--- config.mk ---
export PLATFORM = sky130hd
export DESIGN_NAME = debug_frame_initiator_flat
export DESIGN_NICKNAME = d
export VERILOG_FILES = /design/src/rtl/debug_frame_pkg.sv /design/src/rtl/debug_frame_initiator_if.sv /design/src/rtl/debug_frame_initiator.sv /design/src/flat_wrapper.sv
export SDC_FILE = /design/constraint.sdc
export NUM_CORES = 1
export LEC_CHECK = 0
export CAP_MARGIN = 20
export CORE_UTILIZATION = 48
export CTS_CLUSTER_DIAMETER = 40
export DETAILED_ROUTE_END_ITERATION = 8
export PLACE_DENSITY = 0.74
export SLEW_MARGIN = 20
export SYNTH_ARGS = -nofsm -noshare
export SYNTH_HDL_FRONTEND = slang
export SYNTH_SLANG_ARGS = --single-unit
--- constraint.sdc ---
create_clock -name clk -period 6.9 [get_ports clk]
set_input_delay 0.69 -clock clk [delete_from_list [all_inputs] [get_ports clk]]
set_output_delay 0.69 -clock clk [all_outputs]
set_load 0.005 [all_outputs]
--- src/rtl/debug_frame_pkg.sv ---
// Shared constants, error codes and state encoding for the debug frame initiator.
package debug_frame_pkg;

    localparam logic [7:0] SYNC0         = 8'h5A;
    localparam logic [7:0] SYNC1         = 8'hA5;
    localparam int         CMD_FRAME_LEN = 12;
    localparam int         RSP_FRAME_LEN = 8;

    typedef enum logic [1:0] {
        RSP_OK      = 2'd0,
        RSP_CSUM    = 2'd1,
        RSP_TIMEOUT = 2'd2
    } rsp_err_e;

    typedef enum logic [2:0] {
        ST_IDLE  = 3'd0,
        ST_TX    = 3'd1,
        ST_HUNT0 = 3'd2,
        ST_HUNT1 = 3'd3,
        ST_BODY  = 3'd4,
        ST_DONE  = 3'd5
    } state_e;

    // Command frame bytes 0..10; byte 11 (checksum) comes from the running sum.
    function automatic logic [7:0] cmd_byte(input logic [3:0] idx, input logic [7:0] op,
                                            input logic [31:0] addr, input logic [31:0] data);
        case (idx)
            4'd0:    return SYNC0;
            4'd1:    return SYNC1;
            4'd2:    return op;
            4'd3:    return addr[31:24];
            4'd4:    return addr[23:16];
            4'd5:    return addr[15:8];
            4'd6:    return addr[7:0];
            4'd7:    return data[31:24];
            4'd8:    return data[23:16];
            4'd9:    return data[15:8];
            4'd10:   return data[7:0];
            default: return 8'h00;
        endcase
    endfunction

endpackage

--- src/rtl/debug_frame_initiator_if.sv ---
// Command, UART byte and response signals of the debug frame initiator.
interface debug_frame_initiator_if;
    logic        cmd_valid;
    logic        cmd_ready;
    logic [7:0]  cmd_opcode;
    logic [31:0] cmd_addr;
    logic [31:0] cmd_data;
    logic [7:0]  tx_byte;
    logic        tx_valid;
    logic        tx_ready;
    logic [7:0]  rx_byte;
    logic        rx_valid;
    logic        rsp_valid;
    logic [7:0]  rsp_status;
    logic [31:0] rsp_data;
    logic [1:0]  rsp_error;
    logic        busy;

    modport master (
        input  cmd_valid, cmd_opcode, cmd_addr, cmd_data, tx_ready, rx_byte, rx_valid,
        output cmd_ready, tx_byte, tx_valid, rsp_valid, rsp_status, rsp_data, rsp_error, busy
    );

    modport slave (
        output cmd_valid, cmd_opcode, cmd_addr, cmd_data, tx_ready, rx_byte, rx_valid,
        input  cmd_ready, tx_byte, tx_valid, rsp_valid, rsp_status, rsp_data, rsp_error, busy
    );
endinterface

--- src/rtl/debug_frame_initiator.sv ---
// Serializes one debug command as a checksummed frame onto the UART tx byte stream,
// then hunts for and parses the response frame from the rx byte stream with a timeout.
module debug_frame_initiator
    import debug_frame_pkg::*;
#(
    parameter int unsigned              TIMEOUT_WIDTH  = 24,
    parameter logic [TIMEOUT_WIDTH-1:0] TIMEOUT_CYCLES = 24'd1000000
) (
    input  logic                     clk,
    input  logic                     reset_n,
    debug_frame_initiator_if.master  bus
);

    localparam logic [3:0]               TX_LAST   = 4'(CMD_FRAME_LEN - 1);
    localparam logic [3:0]               BODY_LAST = 4'(RSP_FRAME_LEN - 3);
    localparam logic [TIMEOUT_WIDTH-1:0] TMO_LAST  = TIMEOUT_CYCLES - 1'b1;

    state_e                   state_q, state_d;
    logic [3:0]               idx_q, idx_d;
    logic [7:0]               sum_q, sum_d;
    logic [TIMEOUT_WIDTH-1:0] tmo_q, tmo_d;
    logic [7:0]               op_q, op_d;
    logic [31:0]              addr_q, addr_d;
    logic [31:0]              data_q, data_d;
    logic [7:0]               tx_byte_q, tx_byte_d;
    logic [7:0]               status_cap_q, status_cap_d;
    logic [31:0]              rdata_q, rdata_d;
    logic [7:0]               rsp_status_q, rsp_status_d;
    logic [31:0]              rsp_data_q, rsp_data_d;
    rsp_err_e                 rsp_error_q, rsp_error_d;

    always_ff @(posedge clk or negedge reset_n) begin
        if (!reset_n) begin
            state_q      <= ST_IDLE;
            idx_q        <= '0;
            sum_q        <= '0;
            tmo_q        <= '0;
            op_q         <= '0;
            addr_q       <= '0;
            data_q       <= '0;
            tx_byte_q    <= '0;
            status_cap_q <= '0;
            rdata_q      <= '0;
            rsp_status_q <= '0;
            rsp_data_q   <= '0;
            rsp_error_q  <= RSP_OK;
        end else begin
            state_q      <= state_d;
            idx_q        <= idx_d;
            sum_q        <= sum_d;
            tmo_q        <= tmo_d;
            op_q         <= op_d;
            addr_q       <= addr_d;
            data_q       <= data_d;
            tx_byte_q    <= tx_byte_d;
            status_cap_q <= status_cap_d;
            rdata_q      <= rdata_d;
            rsp_status_q <= rsp_status_d;
            rsp_data_q   <= rsp_data_d;
            rsp_error_q  <= rsp_error_d;
        end
    end

    always_comb begin
        state_d      = state_q;
        idx_d        = idx_q;
        sum_d        = sum_q;
        tmo_d        = tmo_q;
        op_d         = op_q;
        addr_d       = addr_q;
        data_d       = data_q;
        tx_byte_d    = tx_byte_q;
        status_cap_d = status_cap_q;
        rdata_d      = rdata_q;
        rsp_status_d = rsp_status_q;
        rsp_data_d   = rsp_data_q;
        rsp_error_d  = rsp_error_q;

        unique case (state_q)
            ST_IDLE: begin
                if (bus.cmd_valid) begin
                    op_d      = bus.cmd_opcode;
                    addr_d    = bus.cmd_addr;
                    data_d    = bus.cmd_data;
                    sum_d     = '0;
                    idx_d     = '0;
                    tx_byte_d = SYNC0;
                    state_d   = ST_TX;
                end
            end
            ST_TX: begin
                if (bus.tx_ready) begin
                    if (idx_q == TX_LAST) begin
                        tmo_d   = '0;
                        state_d = ST_HUNT0;
                    end else begin
                        // Sync bytes are excluded from the checksum.
                        if (idx_q >= 4'd2) sum_d = sum_q + tx_byte_q;
                        idx_d     = idx_q + 4'd1;
                        tx_byte_d = (idx_d == TX_LAST) ? 8'h00 - sum_d
                                                       : cmd_byte(idx_d, op_q, addr_q, data_q);
                    end
                end
            end
            ST_HUNT0, ST_HUNT1, ST_BODY: begin
                // A byte arriving on the timeout edge takes priority.
                if (bus.rx_valid) begin
                    tmo_d = '0;
                    case (state_q)
                        ST_HUNT0: begin
                            if (bus.rx_byte == SYNC0) state_d = ST_HUNT1;
                        end
                        ST_HUNT1: begin
                            if (bus.rx_byte == SYNC1) begin
                                state_d = ST_BODY;
                                idx_d   = '0;
                                sum_d   = '0;
                            end else if (bus.rx_byte != SYNC0) begin
                                state_d = ST_HUNT0;
                            end
                        end
                        default: begin
                            sum_d = sum_q + bus.rx_byte;
                            idx_d = idx_q + 4'd1;
                            if (idx_q == 4'd0)       status_cap_d = bus.rx_byte;
                            else if (idx_q <= 4'd4)  rdata_d = {rdata_q[23:0], bus.rx_byte};
                            if (idx_q == BODY_LAST) begin
                                state_d      = ST_DONE;
                                rsp_status_d = status_cap_q;
                                rsp_data_d   = rdata_q;
                                rsp_error_d  = (sum_d == 8'h00) ? RSP_OK : RSP_CSUM;
                            end
                        end
                    endcase
                end else if (tmo_q == TMO_LAST) begin
                    state_d      = ST_DONE;
                    rsp_status_d = '0;
                    rsp_data_d   = '0;
                    rsp_error_d  = RSP_TIMEOUT;
                end else begin
                    tmo_d = tmo_q + 1'b1;
                end
            end
            ST_DONE: state_d = ST_IDLE;
            default: state_d = ST_IDLE;
        endcase
    end

    assign bus.cmd_ready  = (state_q == ST_IDLE);
    assign bus.busy       = (state_q != ST_IDLE);
    assign bus.tx_valid   = (state_q == ST_TX);
    assign bus.tx_byte    = tx_byte_q;
    assign bus.rsp_valid  = (state_q == ST_DONE);
    assign bus.rsp_status = rsp_status_q;
    assign bus.rsp_data   = rsp_data_q;
    assign bus.rsp_error  = rsp_error_q;

endmodule

--- src/flat_wrapper.sv ---
// flat-port wrapper written by rule: the top's interface ports become plain ports
module debug_frame_initiator_flat import debug_frame_pkg::*;
#(
    parameter int unsigned              TIMEOUT_WIDTH  = 24,
    parameter logic [TIMEOUT_WIDTH-1:0] TIMEOUT_CYCLES = 24'd1000000
)
  (clk, reset_n, bus_cmd_valid, bus_cmd_opcode, bus_cmd_addr, bus_cmd_data, bus_tx_ready, bus_rx_byte, bus_rx_valid, bus_cmd_ready, bus_tx_byte, bus_tx_valid, bus_rsp_valid, bus_rsp_status, bus_rsp_data, bus_rsp_error, bus_busy);
  debug_frame_initiator_if bus_i ();
  input  logic clk;
  input  logic reset_n;
  input wire logic [$bits(bus_i.cmd_valid)-1:0] bus_cmd_valid;
  input wire logic [$bits(bus_i.cmd_opcode)-1:0] bus_cmd_opcode;
  input wire logic [$bits(bus_i.cmd_addr)-1:0] bus_cmd_addr;
  input wire logic [$bits(bus_i.cmd_data)-1:0] bus_cmd_data;
  input wire logic [$bits(bus_i.tx_ready)-1:0] bus_tx_ready;
  input wire logic [$bits(bus_i.rx_byte)-1:0] bus_rx_byte;
  input wire logic [$bits(bus_i.rx_valid)-1:0] bus_rx_valid;
  output wire logic [$bits(bus_i.cmd_ready)-1:0] bus_cmd_ready;
  output wire logic [$bits(bus_i.tx_byte)-1:0] bus_tx_byte;
  output wire logic [$bits(bus_i.tx_valid)-1:0] bus_tx_valid;
  output wire logic [$bits(bus_i.rsp_valid)-1:0] bus_rsp_valid;
  output wire logic [$bits(bus_i.rsp_status)-1:0] bus_rsp_status;
  output wire logic [$bits(bus_i.rsp_data)-1:0] bus_rsp_data;
  output wire logic [$bits(bus_i.rsp_error)-1:0] bus_rsp_error;
  output wire logic [$bits(bus_i.busy)-1:0] bus_busy;
  assign bus_i.cmd_valid = bus_cmd_valid;
  assign bus_i.cmd_opcode = bus_cmd_opcode;
  assign bus_i.cmd_addr = bus_cmd_addr;
  assign bus_i.cmd_data = bus_cmd_data;
  assign bus_i.tx_ready = bus_tx_ready;
  assign bus_i.rx_byte = bus_rx_byte;
  assign bus_i.rx_valid = bus_rx_valid;
  assign bus_cmd_ready = bus_i.cmd_ready;
  assign bus_tx_byte = bus_i.tx_byte;
  assign bus_tx_valid = bus_i.tx_valid;
  assign bus_rsp_valid = bus_i.rsp_valid;
  assign bus_rsp_status = bus_i.rsp_status;
  assign bus_rsp_data = bus_i.rsp_data;
  assign bus_rsp_error = bus_i.rsp_error;
  assign bus_busy = bus_i.busy;
  debug_frame_initiator #(.TIMEOUT_WIDTH(TIMEOUT_WIDTH), .TIMEOUT_CYCLES(TIMEOUT_CYCLES)) u_core (.clk(clk), .reset_n(reset_n), .bus(bus_i));
endmodule
## After elaboration in Yosys (flattened, before gate mapping)

Cells that the tools add are included.

- Multiplexer cells: 53
- Reductions and logical operators: 19
- Order comparisons: 2
- Equality and inequality tests: 36
- Add/sub/neg operators: 5
- Bitwise logic cells: 2

Operators with widths:

| kind | number |
|---|---|
| two-way mux 8 bit | 17 |
| two-way mux 32 bit | 4 |
| two-way mux 24 bit | 4 |
| case mux 8 bit (11 select lines) | 1 |
| case mux 24 bit (2 select lines) | 1 |
| case mux 8 bit (2 select lines) | 2 |
| two-way mux 3 bit | 9 |
| adder 24 x 1 -> 24 bit (second input constant) | 1 |
| == test 24 x 20 -> 1 bit (second input constant) | 1 |
| case mux 8 bit (3 select lines) | 1 |
| == test 4 x 3 -> 1 bit (second input constant) | 5 |
| == test 4 bit (second input constant) | 5 |
| two-way mux 4 bit | 5 |
| adder 8 bit | 2 |
| AND reduction 4 bit | 4 |
| AND reduction 7 bit | 2 |
| != test 2 bit (second input constant) | 6 |
| case mux 4 bit (3 select lines) | 1 |
| case mux 3 bit (3 select lines) | 1 |
| == test 4 x 2 -> 1 bit (second input constant) | 2 |
| == test 8 x 7 -> 1 bit (second input constant) | 1 |
| == test 8 bit (second input constant) | 1 |
| zero test 4 bit | 2 |
| zero test 8 bit | 1 |
| 27 further kinds | 38 |

- Logic and storage cells: 130
- Register bits after elaboration: 201
- Input port bits: 85

## Longest topological paths before layout

Gate-level depths: netlist of run 1.

- Depth after elaboration: 10
- Gate-level depth with buffers: 13
- Mapped depth without buffers: 9

## Least setup slack after synthesis of run 1

OpenSTA, ideal clock, no wires.

- Kind: register to register
- Start: reg u_core.tx_byte_q[0], in the netlist u_core.bus.tx_byte[0]
- End: reg u_core.tx_byte_q[7], in the netlist u_core.bus.tx_byte[7]
- Slack: 4.468 ns
- Data required time: 6.759 ns
- Data arrival time: 2.291 ns
- Cell stages (with the launch flop): 10
- Library setup time: 0.141 ns
- Cells stage by stage: dfrtp_1 ha_1 fa_1 xor2_1 mux2i_1 o21a_1 nor3b_1 nand3_1 xnor2_1 a31oi_1

- Word-level cells in the longest chain between the ends: 10

RTL lines:

| element | line | source |
|---|---|---|
| from (decl) | debug_frame_initiator.sv:25 | `logic [7:0] tx_byte_q, tx_byte_d;` |
| from (signal assigned) | debug_frame_initiator.sv:55 | `tx_byte_q <= tx_byte_d;` |
| adder 8 bit | debug_frame_initiator.sv:98 | `if (idx_q >= 4'd2) sum_d = sum_q + tx_byte_q;` |
| two-way mux 8 bit | debug_frame_initiator.sv:98 |  |
| two-way mux 8 bit | debug_frame_initiator.sv:93 | `if (idx_q == TX_LAST) begin` |
| two-way mux 8 bit | debug_frame_initiator.sv:92 | `if (bus.tx_ready) begin` |
| two-way mux 8 bit | debug_frame_initiator.sv:79 | `unique case (state_q)` |
| subtractor 1 x 8 -> 8 bit | debug_frame_initiator.sv:100 | `tx_byte_d = (idx_d == TX_LAST) ? 8'h00 - sum_d` |
| two-way mux 8 bit | debug_frame_initiator.sv:100 |  |
| two-way mux 8 bit | debug_frame_initiator.sv:93 |  |
| two-way mux 8 bit | debug_frame_initiator.sv:92 |  |
| case mux 8 bit (2 select lines) | debug_frame_initiator.sv:79 |  |

No other way between the ends. The select of a mux whose other input is x is not followed.
A chain may end at the register's enable or synchronous reset.

## Worst setup path after layout of run 1

- Start: reg u_core.state_q[0]
- End: out bus_tx_valid

- Word-level cells in the longest chain between the ends: 1

RTL lines:

| element | line | source |
|---|---|---|
| from (decl) | debug_frame_initiator.sv:18 | `state_e state_q, state_d;` |
| from (signal assigned) | debug_frame_initiator.sv:48 | `state_q <= state_d;` |
| == test 3 x 1 -> 1 bit | debug_frame_initiator.sv:151 | `assign bus.tx_valid = (state_q == ST_TX);` |
| to (decl) | flat_wrapper.sv:20 | `output wire logic [$bits(bus_i.tx_valid)-1:0] bus_tx_valid;` |

No other way between the ends.

==> results of run 1 <==
-- cell families (layout without fill, tap and decap cells) --
logic type / Yosys count / in the layout / synth area share
DFF: 201 / 201 / 0.505
xor gates and xnor gates: 36 / 36 / 0.0317
adders and majority gates: 23 / 23 / 0.0304
AOI/OAI and AO/OA: 196 / 196 / 0.141
buffers and inverters: 71 / 209 / 0.0322
muxes: 50 / 50 / 0.0557
and+or+nand+nor: 437 / 437 / 0.204
-- critical path, stage by stage, from the launching register on --
cell	delay, ns
sky130_fd_sc_hd__dfrtp_1	0.69
sky130_fd_sc_hd__inv_1	0.11
sky130_fd_sc_hd__or3_1	0.52
sky130_fd_sc_hd__inv_4	0.19
sky130_fd_sc_hd__clkdlybuf4s50_1	0.52
-- power by group through the flow --
stage | combinational [mW] | clock [mW] | sequential, mW
after detailed placement | 1.79 | 0 | 1.82
after global routing | 2.01 | 1.62 | 1.86
after global placement | 1.75 | 0 | 1.81
after CTS | 1.80 | 1.58 | 1.81
after floorplan | 1.38 | 0 | 1.70
final | 1.81 | 1.56 | 1.82
-- state kept, by name, summed over array words and instances, names as in the netlist --
signal and cells:
u_core.addr_q 32, u_core.bus.rsp_data 32, u_core.bus.rsp_error 2, u_core.bus.rsp_status 8, u_core.bus.tx_byte 8, u_core.data_q 32, u_core.idx_q 4, u_core.op_q 8
u_core.rdata_q 32, u_core.state_q 3, u_core.status_cap_q 8, u_core.sum_q 8, u_core.tmo_q 24
-- how the worst min path moves through the flow --
stage,startpoint,end,slack (ns),cells after the start
final,reset_n,u_core.tmo_q[10],0.29,1
after global routing,reset_n,u_core.tmo_q[10],0.37,1
after CTS,reset_n,u_core.tmo_q[10],0.33,1
after detailed placement,u_core.addr_q[11],u_core.addr_q[11],0.46,2
after global placement,u_core.addr_q[11],u_core.addr_q[11],0.46,2
after floorplan,reset_n,u_core.addr_q[0],0.39,0
-- through the flow --
| stage | instances | power [mW] | hold slack (ns) | utilization | area, um^2 |
|---|---|---|---|---|---|
| floorplan | 1014 | 3.08 | 0.394 | - | 9950 |
| finish | 1422 | 5.19 | 0.286 | 0.618 | 12500 |
| global route | 1422 | 5.49 | 0.371 | 0.618 | 12500 |
| global placement | 1369 | 3.56 | 0.458 | 0.565 | 11500 |
| CTS | 1421 | 5.19 | 0.329 | 0.616 | 12500 |
| detailed placement | 1369 | 3.61 | 0.463 | 0.565 | 11500 |
-- per-layer routing --
layer / vias up / global-route usage / share of wire
li1: 3830 / - / -
met1: 3931 / 0.322 / 0.45
met2: 268 / 0.377 / 0.47
met3: 49 / 0.0304 / 0.050
met4: 0 / 0.0859 / 0.033
met5: - / 0 / 0
-- cell type report --
cell class	instances	area, um^2
fill	1716	7760
sequential	201	5030
multi-input combinational	742	4620
timing repair buffer	145	1460
clock buffer	35	821
tap	270	338
clock inverter	17	221
inverter	12	47.5
-- synth_stat cells, types with 5 or more instances --
master and n:
sky130_fd_sc_hd__xor2_1 9, sky130_fd_sc_hd__nand2_1 271, sky130_fd_sc_hd__inv_1 11, sky130_fd_sc_hd__clkbuf_1 36, sky130_fd_sc_hd__nor2_1 41, sky130_fd_sc_hd__or3_1 5
sky130_fd_sc_hd__xnor2_1 27, sky130_fd_sc_hd__nor2b_1 7, sky130_fd_sc_hd__ha_1 21, sky130_fd_sc_hd__a22oi_1 28, sky130_fd_sc_hd__and3_1 6, sky130_fd_sc_hd__buf_2 14
sky130_fd_sc_hd__nor3_1 22, sky130_fd_sc_hd__mux2_2 43, sky130_fd_sc_hd__a31oi_1 5, sky130_fd_sc_hd__a21o_1 7, sky130_fd_sc_hd__and2_1 7, sky130_fd_sc_hd__a221o_1 5
sky130_fd_sc_hd__nand2b_1 6, sky130_fd_sc_hd__dfrtp_1 201, sky130_fd_sc_hd__o21a_1 6, sky130_fd_sc_hd__nor4_1 10, sky130_fd_sc_hd__nand3b_1 6, sky130_fd_sc_hd__nand3_1 14
sky130_fd_sc_hd__mux2i_1 7, sky130_fd_sc_hd__nand4_1 10, sky130_fd_sc_hd__a22o_1 44, sky130_fd_sc_hd__o21ai_0 35, sky130_fd_sc_hd__a21oi_1 25
-- placed cells by master, fill, tap and decap left out, types with 27 or more instances in the layout --
master,count
sky130_fd_sc_hd__o21ai_0,34
sky130_fd_sc_hd__nand2_1,270
sky130_fd_sc_hd__a22o_1,44
sky130_fd_sc_hd__clkbuf_16,31
sky130_fd_sc_hd__xnor2_1,27
sky130_fd_sc_hd__dfrtp_1,201
sky130_fd_sc_hd__clkdlybuf4s50_1,137
sky130_fd_sc_hd__nor2_1,39
sky130_fd_sc_hd__a22oi_1,28
sky130_fd_sc_hd__mux2_2,43
==> results.txt, run 1 <==
The flow ran to the end, and the final reports show no timing, DRC or antenna violations. The fraction of final layout cells sized beyond drive strength 1 came out at 0.102. IR analysis of the VDD net gives a maximum drop of 0.248 mV. The logs give 69 for the count of distinct cell types in the synthesized netlist and 3.27 mW for the internal power component.

The max-slew violation count is 0. The static leakage was 5.72 nW; the number of optimization iterations in the first detailed-route pass was 5. The tools report the placer's final routability congestion estimate as 0.860.

The cell count after synthesis was 1014. The die area is 0.0213 mm^2. After layout, the worst setup slack is 3.64 ns. The die is 146 um tall. The run gives 0.0203 mm^2 as the core region area. The share of async-settable or async-resettable flops after synthesis is 1.00. Measured in cells, the most critical reg-to-reg path has a length of 9.

The sequential group share of total power was 0.350. The setup TNS after final layout is 0 ns. CTS saw 201 sinks.

STA classifies the critical path startpoint as a register. The sum of overflow across all layers after global routing was 0. The final layout contains 1240 nets. The combined area of all synthesized cells was 0.00995 mm^2; the pin count of the biggest net entering global routing was 118.

The number of flops mapped to enable cells by yosys is 0. The average vias per placed instance is 5.68, and the number of rows in the core area is 52. The starting utilization of the core area came out at 0.490. The path category of the worst min-delay check was in -> async. The tools report the total routing resource utilization after global routing as 0.233.

The number of nets produced by synthesis is 1122, and the first-pass GRT wire length is 40.3 mm. In this run the power density over the cells is 414 mW/mm^2. For this block, the via count after detailed routing is 8078. The final routed DRC violation total was 0; the endpoint arrival time on the critical path was 2.57 ns.

After clock tree synthesis, the flow added hold-fix buffers numbering 0. For this run, the leading register cell type out of synthesis is sky130_fd_sc_hd__dfrtp_1. The final period utilization came out at 0.472.

At the worst endpoint, the required time is 6.21 ns. The routed wire length per instance was 17.3 um. The worst register-to-register path begins at u_core.idx_q[1]. The first routing iteration left 637 violations. For the pin with the worst max-slew slack, the measured transition is 1.04 ns.

The count of instances resized after the clock tree is built came out at 0. Port buffering added 138 buffers. At the placement stage, the worst setup path has a slack of 3.69 ns.

The tools report the slack of the worst reg-to-reg path as 3.71 ns. Across the routed clock network, the largest skew measured is 0.0117 ns. The area growth from synthesis to layout is 26.0%. Share of total power consumed by net switching: 0.370. Die width: 146 um. 0 antenna diodes ended up in the layout.

The run gives 1 as the maximum level of the CTS H-tree. 139 I/O pins were placed. The worst setup path is of the reg -> out kind.

Setup repair after global routing left no endpoint under its margin. TritonCTS built the clock tree. Setup violations remaining at the end of the flow were counted as 0.

The tree is rooted in a sky130_fd_sc_hd__clkbuf_16. The logs give 0.54 ns for the source-to-sink clock delay at the later pin of the worst-skew pair and 0 for the remaining antenna violation count after routing. The number of setup buffers added after CTS is 0.

Along the worst path, the maximum fanout reaches 17. The tool flagged a number of max-cap violations equal to 0. The top cell type's share of synthesized area is 0.505. The average cell area after synthesis works out to 9.81 um^2. The cell type with the highest aggregate area in the netlist is sky130_fd_sc_hd__dfrtp_1. The tools report the normalized max-slew margin as 0.307.

The aggregate routed wire length was 24.6 mm; the number of global-route vias before repair was 7780. Number of buffers on the longest clock path: 3. For this run, the top clock speed supported by timing is 0.307 GHz. For the share of total power in combinational logic, the log shows 0.349. Sorting the synthesized cells by area gives the leading types as sky130_fd_sc_hd__dfrtp_1 (51%), sky130_fd_sc_hd__nand2_1 (10%), sky130_fd_sc_hd__mux2_2 (4.9%). The endpoint identified for the worst register-to-register timing path is u_core.tmo_q[16]. Last element of the critical path: bus_tx_valid. For the sequential element share of the synthesized area, the log shows 0.505. Total net switching power: 1.92 mW. The final-report hold violation count is 0. The most critical setup path has its startpoint at u_core.state_q[0]. After synthesis the netlist holds a flip-flop and latch count of 201. The count of yosys warnings during synthesis is 0, and the number of antenna violations at the first check in global routing is 0. Clock tree synthesis inserted a total of 30 buffers. Clock-pin slew was measured on the worst setup and hold paths at 0.05 ns. For the clock group share of total power, the log shows 0.300.

Once detailed placement completed, the half-perimeter wirelength came to 16.5 mm. STA classifies the critical path endpoint as an output port. Counting I/O delays and the setup requirement, the final critical path takes 3.26 ns.
No activity file was read; power rests on OpenSTA's default activity.
==> inputs of run 2 (changes only) <==
==> constraint.sdc (replaced) <==
create_clock -name clk -period 3.1 [get_ports clk]
set_input_delay 0.31 -clock clk [delete_from_list [all_inputs] [get_ports clk]]
set_output_delay 0.31 -clock clk [all_outputs]
set_load 0.005 [all_outputs]
==> run 2 against run 1 <==
Effect of this change: wire length grew 0.93%; final cell count increased by 1.4%; cell area grew 0.44%; sequential power increased by 120%; clock skew rose by 0.013 ns; setup slack worse by 3.4 ns; combinational power increased by 140%; core utilization rose by 0.27 points; clock power grew 100%; count of clock-buffer cells in the layout up 4; critical endpoint is now u_core.bus.tx_byte[7]; largest cell class unchanged; highest routed layer unchanged.
==> results.txt, run 2 (synthesized netlist as in run 1, its figures left out) <==
The flow ran to the end, and the final reports show no timing, DRC or antenna violations. The final period utilization was 0.918. The tools report the number of top-level pins as 139. The tools report the number of rows in the core area as 52.

The worst register-to-register path begins at u_core.sum_q[0]. After clock tree synthesis, the repair step resized 0 gates. The shortest period the worst path allows was 2.85 ns.

For the first-pass GRT wire length, the log shows 42.0 mm. The highest net fanout along the worst path is 5, and the final cell count without fillers is 1442. The most common cell after layout, fill and taps aside was sky130_fd_sc_hd__nand2_1. Setup TNS after final layout: 0 ns. For this design the ratio of total power to cell area is 909 mW/mm^2. In the routed design, unresolved DRC markers number 0.

From left edge to right edge, the die measures 146 um. The tools report the starting utilization of the core area as 0.490. TritonCTS built the clock tree. Minimum hold slack: 0.302 ns. Setup repair after global routing left no endpoint under its margin. The run gives 105 as the pin count of the biggest net entering global routing. The cell sitting at the root of the clock tree is a sky130_fd_sc_hd__clkbuf_16.

The count of input and output buffers is 138. In the final layout, the multi-input gates occupy 0.00462 mm^2. The first detailed-routing pass took 5 iterations. The run gives 3.23 ns as the endpoint arrival time on the critical path. The remaining antenna violation count after routing was 0.

The clock transition at the register clock pins on the worst setup and hold paths after CTS is 0.05 ns, and the number of buffers on the longest clock path is 3. After detailed routing, the number of vias per cell comes to 5.63. The number of global-route vias before repair was 8106. Across the routed clock network, the largest skew measured is 0.0246 ns.

Fraction of final layout cells sized beyond drive strength 1: 0.110. The worst setup path is launched from a register. Once placement completed, the tool counted placed cells totaling 1389. The static leakage was 5.77 nW. End of the worst register-to-register path: u_core.bus.tx_byte[7]. The sum of overflow across all layers after global routing is 0, and the slack of the worst reg-to-reg path is 0.25 ns.

Worst-margin pin slew: 0.774 ns. The tools report the initial DRC count as 615. The worst-case IR drop observed on VDD is 0.509 mV. The logs give 0 for the number of antenna violations at the first check in global routing and 8125 for the routed via count. The run gives 0.0203 mm^2 as the core region area. The final-report hold violation count is 0, and the cell count of the worst reg-to-reg path is 9.

Summed over all layers, the routed wires come to 24.8 mm. The area taken by flip-flops and latches was 0.00503 mm^2. The worst hold path cell count is 3. The antenna diode count came out at 0. The number of clock sinks was 201; the max-slew violation count was 0.

The maximum level of the CTS H-tree is 1. The normalized max-slew margin is 0.484, and the data required time of the critical path is 3.49 ns. The die covers 0.0213 mm^2.

The layout has 1688 filler cells. The routed wire length per instance is 17.2 um, and the maximum clock rate is 0.351 GHz. The top cell types in the final layout, fill and taps aside, are sky130_fd_sc_hd__nand2_1 (270), sky130_fd_sc_hd__dfrtp_1 (201), sky130_fd_sc_hd__clkdlybuf4s50_1 (137). Compared with the post-synthesis result, the final layout area differs by 26.6%. The critical hold path startpoint was bus_cmd_addr[19]. The source-to-sink clock delay at the later pin of the worst-skew pair is 0.53 ns. The path class of the tightest hold or removal check is in -> reg. The tools report the max-capacitance violation count as 0.

The kind of critical path is reg -> reg. The capture endpoint of the worst hold path was u_core.addr_q[19]. Detailed placement ended at an HPWL of 17.2 mm.

In the final design database the tool counted 1258 nets. The worst setup path is captured at a register. In this run, CTS created clock tree buffers numbering 28. Measured along the y axis, the die boundary spans 146 um. The number of endpoints failing setup at the final stage came out at 0. The total routing resource utilization after global routing was 0.242; the placer's final routability congestion estimate was 0.880.
-- run 2: timing repair --
item                      in CTS  in global routing
buffers inserted               0                  0
hold buffers                   1                  0
hold endpoints to repair      53                  0
-- run 2: final cells by class --
class / instances / area share
clock inverter: 13 / 0.0144
sequential: 201 / 0.399
inverter: 12 / 0.00377
multi-input combinational: 742 / 0.367
timing repair buffer: 165 / 0.128
clock buffer: 39 / 0.0605
tap: 270 / 0.0268
-- run 2: metrics by stage --
step           worst slack [ns]   util  instance area [um^2]  power, mW
3_3_place_gp              0.420  0.574                 11600       8.11
5_1_grt                  0.0150  0.621                 12600       12.2
3_5_place_dp              0.335  0.574                 11600       8.21
4_1_cts                   0.312  0.621                 12600       11.5
2_1_floorplan             0.668      -                  9950       6.86
6_report                  0.254  0.621                 12600       11.4
-- run 2: how the worst max path moves through the flow --
stage               cells past startpoint                    end                  start
finish                                  9  u_core.bus.tx_byte[7]        u_core.sum_q[0]
global route                            9        u_core.tmo_q[5]        u_core.tmo_q[0]
CTS                                     9  u_core.bus.tx_byte[7]        u_core.sum_q[0]
detailed placement                      9  u_core.bus.tx_byte[7]        u_core.sum_q[0]
global placement                        9        u_core.tmo_q[5]           bus_rx_valid
floorplan                               9  u_core.bus.tx_byte[7]  u_core.bus.tx_byte[0]
-- run 2: where the power goes --
| part | switching, mW | total [mW] | internal (mW) |
|---|---|---|---|
| clock | 1.19 | 3.18 | 1.99 |
| combinational | 2.47 | 4.28 | 1.81 |
| sequential | 0.612 | 3.99 | 3.38 |
-- run 2: routing by layer --
metal / global-route usage / vias up / routed length (um) / share of wire
met5: 0 / - / 0 / 0
met1: 0.340 / 3947 / 11200 / 0.45
met4: 0.0875 / 0 / 927 / 0.037
li1: - / 3854 / - / -
met3: 0.0313 / 53 / 1230 / 0.049
met2: 0.387 / 271 / 11500 / 0.46
-- run 2: worst max-delay path, stage by stage, from the launching register on --
cell,delay (ns)
sky130_fd_sc_hd__dfrtp_1,0.44
sky130_fd_sc_hd__ha_1,0.25
sky130_fd_sc_hd__fa_1,0.43
sky130_fd_sc_hd__a211oi_1,0.27
sky130_fd_sc_hd__o21bai_1,0.14
sky130_fd_sc_hd__and4b_1,0.20
sky130_fd_sc_hd__nor3_1,0.48
sky130_fd_sc_hd__nand3_1,0.18
sky130_fd_sc_hd__xnor2_1,0.21
sky130_fd_sc_hd__a31oi_1,0.10
==> inputs of run 3 (changes only) <==
--- a/config.mk
+++ b/config.mk
@@ -10,6 +10,8 @@
 export CTS_CLUSTER_DIAMETER = 40
 export DETAILED_ROUTE_END_ITERATION = 8
 export PLACE_DENSITY = 0.74
+export RECOVER_POWER = 50
+export SETUP_SLACK_MARGIN = 0.15
 export SLEW_MARGIN = 20
 export SYNTH_ARGS = -nofsm -noshare
 export SYNTH_HDL_FRONTEND = slang
==> run 3 against run 2 <==
Effect of this change: final cell count unchanged; critical endpoint unchanged; critical path depth did not move; wire length is 0.44% higher.
==> results.txt, run 3 (synthesized netlist as in run 1, its figures left out) <==
STA puts the critical path data arrival time at 3.18 ns. The critical-path cell with the highest stage delay is sky130_fd_sc_hd__dfrtp_1. At the worst endpoint, the required time is 3.49 ns. Setup violations remaining at the end of the flow were counted as 0. The critical path is of the reg -> reg type. Compared with the post-synthesis result, the final layout area differs by 26.6%. The average vias per placed instance was 5.62. For the initial DRC count, the log shows 609. The worst setup path is launched from a register. The number of fill cells was 1690; the worst voltage drop across the vdd grid was 0.508 mV. Buffers plus inverters on the worst setup path: 0. The tools report the core region area as 0.0203 mm^2. Highest net fanout along the worst path: 5. The tools report the total routing resource utilization after global routing as 0.242.

The number of top-level pins is 139. After detailed routing, the average wire length per cell comes to 17.3 um. The worst path in the final design needs a cycle of 2.79 ns, including I/O delays and setup. The first-pass GRT wire length is 42.0 mm, and the fraction of final layout cells sized beyond drive strength 1 is 0.113. The die height was 146 um; the final net count was 1258.

Clock-pin slew was measured on the worst setup and hold paths at 0.05 ns. The logs give 0.880 for the placer's final routability congestion estimate and 0.387 for the met2 usage. For the pin with the worst max-slew slack, the measured transition is 1.38 ns. The worst setup path is captured at a register. Clock skew on the completed layout was measured at 0.0249 ns. The maximum level of the CTS H-tree is 1. TritonCTS built the clock tree. The tools report the number of rows in the core area as 52. The count of nets left with antenna violations once routing finished came out at 0.

Buffers placed on the I/O ports in this run total 138. The run finished with clean final reports. For this run, design rule violations remaining after detail routing come to 0.

The total chip power was 11.5 mW. After layout, the worst setup slack is 0.308 ns. The worst-case setup slack after placement is 0.335 ns. The final period utilization came out at 0.901. Based on the critical path, the design can be clocked at up to 0.358 GHz. The tools report the final cell area excluding filler cells as 0.0126 mm^2. The tools report the area of placed instances as 0.0116 mm^2. Adding up every negative setup slack in the final design gives 0 ns. Final-report hold violation count: 0.

Once detailed placement completed, the half-perimeter wirelength came to 17.2 mm. The run gives 3 as the number of buffers on the longest clock path. The logs give 8106 for the number of global-route vias before repair and 0.0823 for the normalized max-slew margin.

Grouping stages by cell kind, the critical path spends the most delay in simple AND/OR/NAND/NOR gates. The number of antenna violations at the first check in global routing was 0. The starting utilization of the core area is 0.490.

Global routing finished with a remaining overflow of 0. The global routing stage identified its most utilized layer as met2. The die covers 0.0213 mm^2. The tool flagged a number of max-cap violations equal to 0. The tree is rooted in a sky130_fd_sc_hd__clkbuf_16. For this design the static power due to leakage is 5.86 nW.

The max-slew violation count was 0. Most common cell after layout, fill and taps aside: sky130_fd_sc_hd__nand2_1. In the layout the commonest cells are sky130_fd_sc_hd__nand2_1 (270), sky130_fd_sc_hd__dfrtp_1 (200), sky130_fd_sc_hd__clkdlybuf4s50_1 (110). The routed via count was 8107. Path category of the worst min-delay check: in -> reg.

The tree built by TritonCTS fans out to 201 sinks. The routing usage on met1 was 0.340. The largest single stage delay on the critical path is 0.44 ns.

The aggregate routed wire length was 24.9 mm. The pin count of the biggest net entering global routing came out at 105. The total power density per cell area is 910 mW/mm^2. Setup repair after global routing left no endpoint under its margin.

The pre-antenna-repair detailed-routing pass consisted of 5 iterations. In this run the horizontal extent of the chip is 146 um. The later pin in the worst-skew pair is clocked with a latency of 0.53 ns.

Walking the worst path, the cells encountered are ha_1, fa_1, a211oi_1, o21bai_1, and4b_1, nor3_1, nand3_1, xnor2_1, a31oi_1. The number of clock buffers added by TritonCTS is 28. The run gives 0.0313 as the met3 track demand over resource in global routing.

The antenna diode count was 0.
==> run 3: cell count changes in the layout (fill, tap and decap cells not counted), sizes merged <==
cell and delta:
clkdlybuf4s50 -27, clkbuf +1, dlygate4sd3 +27, buf -1
==> run 3: metal layers <==
metal	part of all wire	routed length [um]
met5	0	0
met4	0.037	929
met3	0.051	1280
met2	0.46	11600
met1	0.45	11200
==> run 3: power breakdown <==
part,total (mW),switching (mW),internal [mW]
sequential,3.99,0.610,3.38
clock,3.18,1.19,1.99
combinational,4.29,2.48,1.81
total,11.5,4.28,7.18
==> run 3: worst register-to-register path, stage by stage (launching register included) <==
cell,delay [ns]
sky130_fd_sc_hd__dfrtp_1,0.44
sky130_fd_sc_hd__ha_1,0.25
sky130_fd_sc_hd__fa_1,0.43
sky130_fd_sc_hd__a211oi_1,0.27
sky130_fd_sc_hd__o21bai_1,0.13
sky130_fd_sc_hd__and4b_1,0.20
sky130_fd_sc_hd__nor3_1,0.44
sky130_fd_sc_hd__nand3_1,0.17
sky130_fd_sc_hd__xnor2_1,0.22
sky130_fd_sc_hd__a31oi_1,0.10
==> run 3: final cells by class <==
cell class | instances | area (um^2) | share of cell area
Tap cell | 270 | 338 | 0.0268
Clock inverter | 13 | 181 | 0.0144
Clock buffer | 39 | 762 | 0.0605
Multi-Input combinational cell | 742 | 4630 | 0.368
Sequential cell | 201 | 5030 | 0.399
Inverter | 12 | 47.5 | 0.00378
Timing Repair Buffer | 165 | 1600 | 0.127
==> run 3: final timing paths <==
check	from	to	slack (ns)	cells after the start
max	u_core.sum_q[0]	u_core.bus.tx_byte[7]	0.31	9
min	bus_cmd_addr[19]	u_core.addr_q[19]	0.30	3
max reg2reg	u_core.sum_q[0]	u_core.bus.tx_byte[7]	0.31	9
min reg2reg	u_core.data_q[20]	u_core.data_q[20]	0.47	2
max in group asynchronous	reset_n	u_core.idx_q[3]	0.63	3
min in group asynchronous	reset_n	u_core.tmo_q[5]	0.65	2
==> run 3: timing repair <==
item,CTS,global route
setup endpoints to repair,0,11
hold buffers,1,0
hold endpoints to repair,53,0
resized for setup,0,3
setup buffers,0,0
==> run 3: metrics by stage <==
step | cells | hold slack [ns] | utilization
3_3_place_gp | 1389 | 0.302 | 0.574
3_5_place_dp | 1389 | 0.301 | 0.574
2_1_floorplan | 1014 | 0.0144 | -
5_1_grt | 1442 | 0.302 | 0.620
4_1_cts | 1442 | 0.287 | 0.621
6_report | 1442 | 0.301 | 0.620
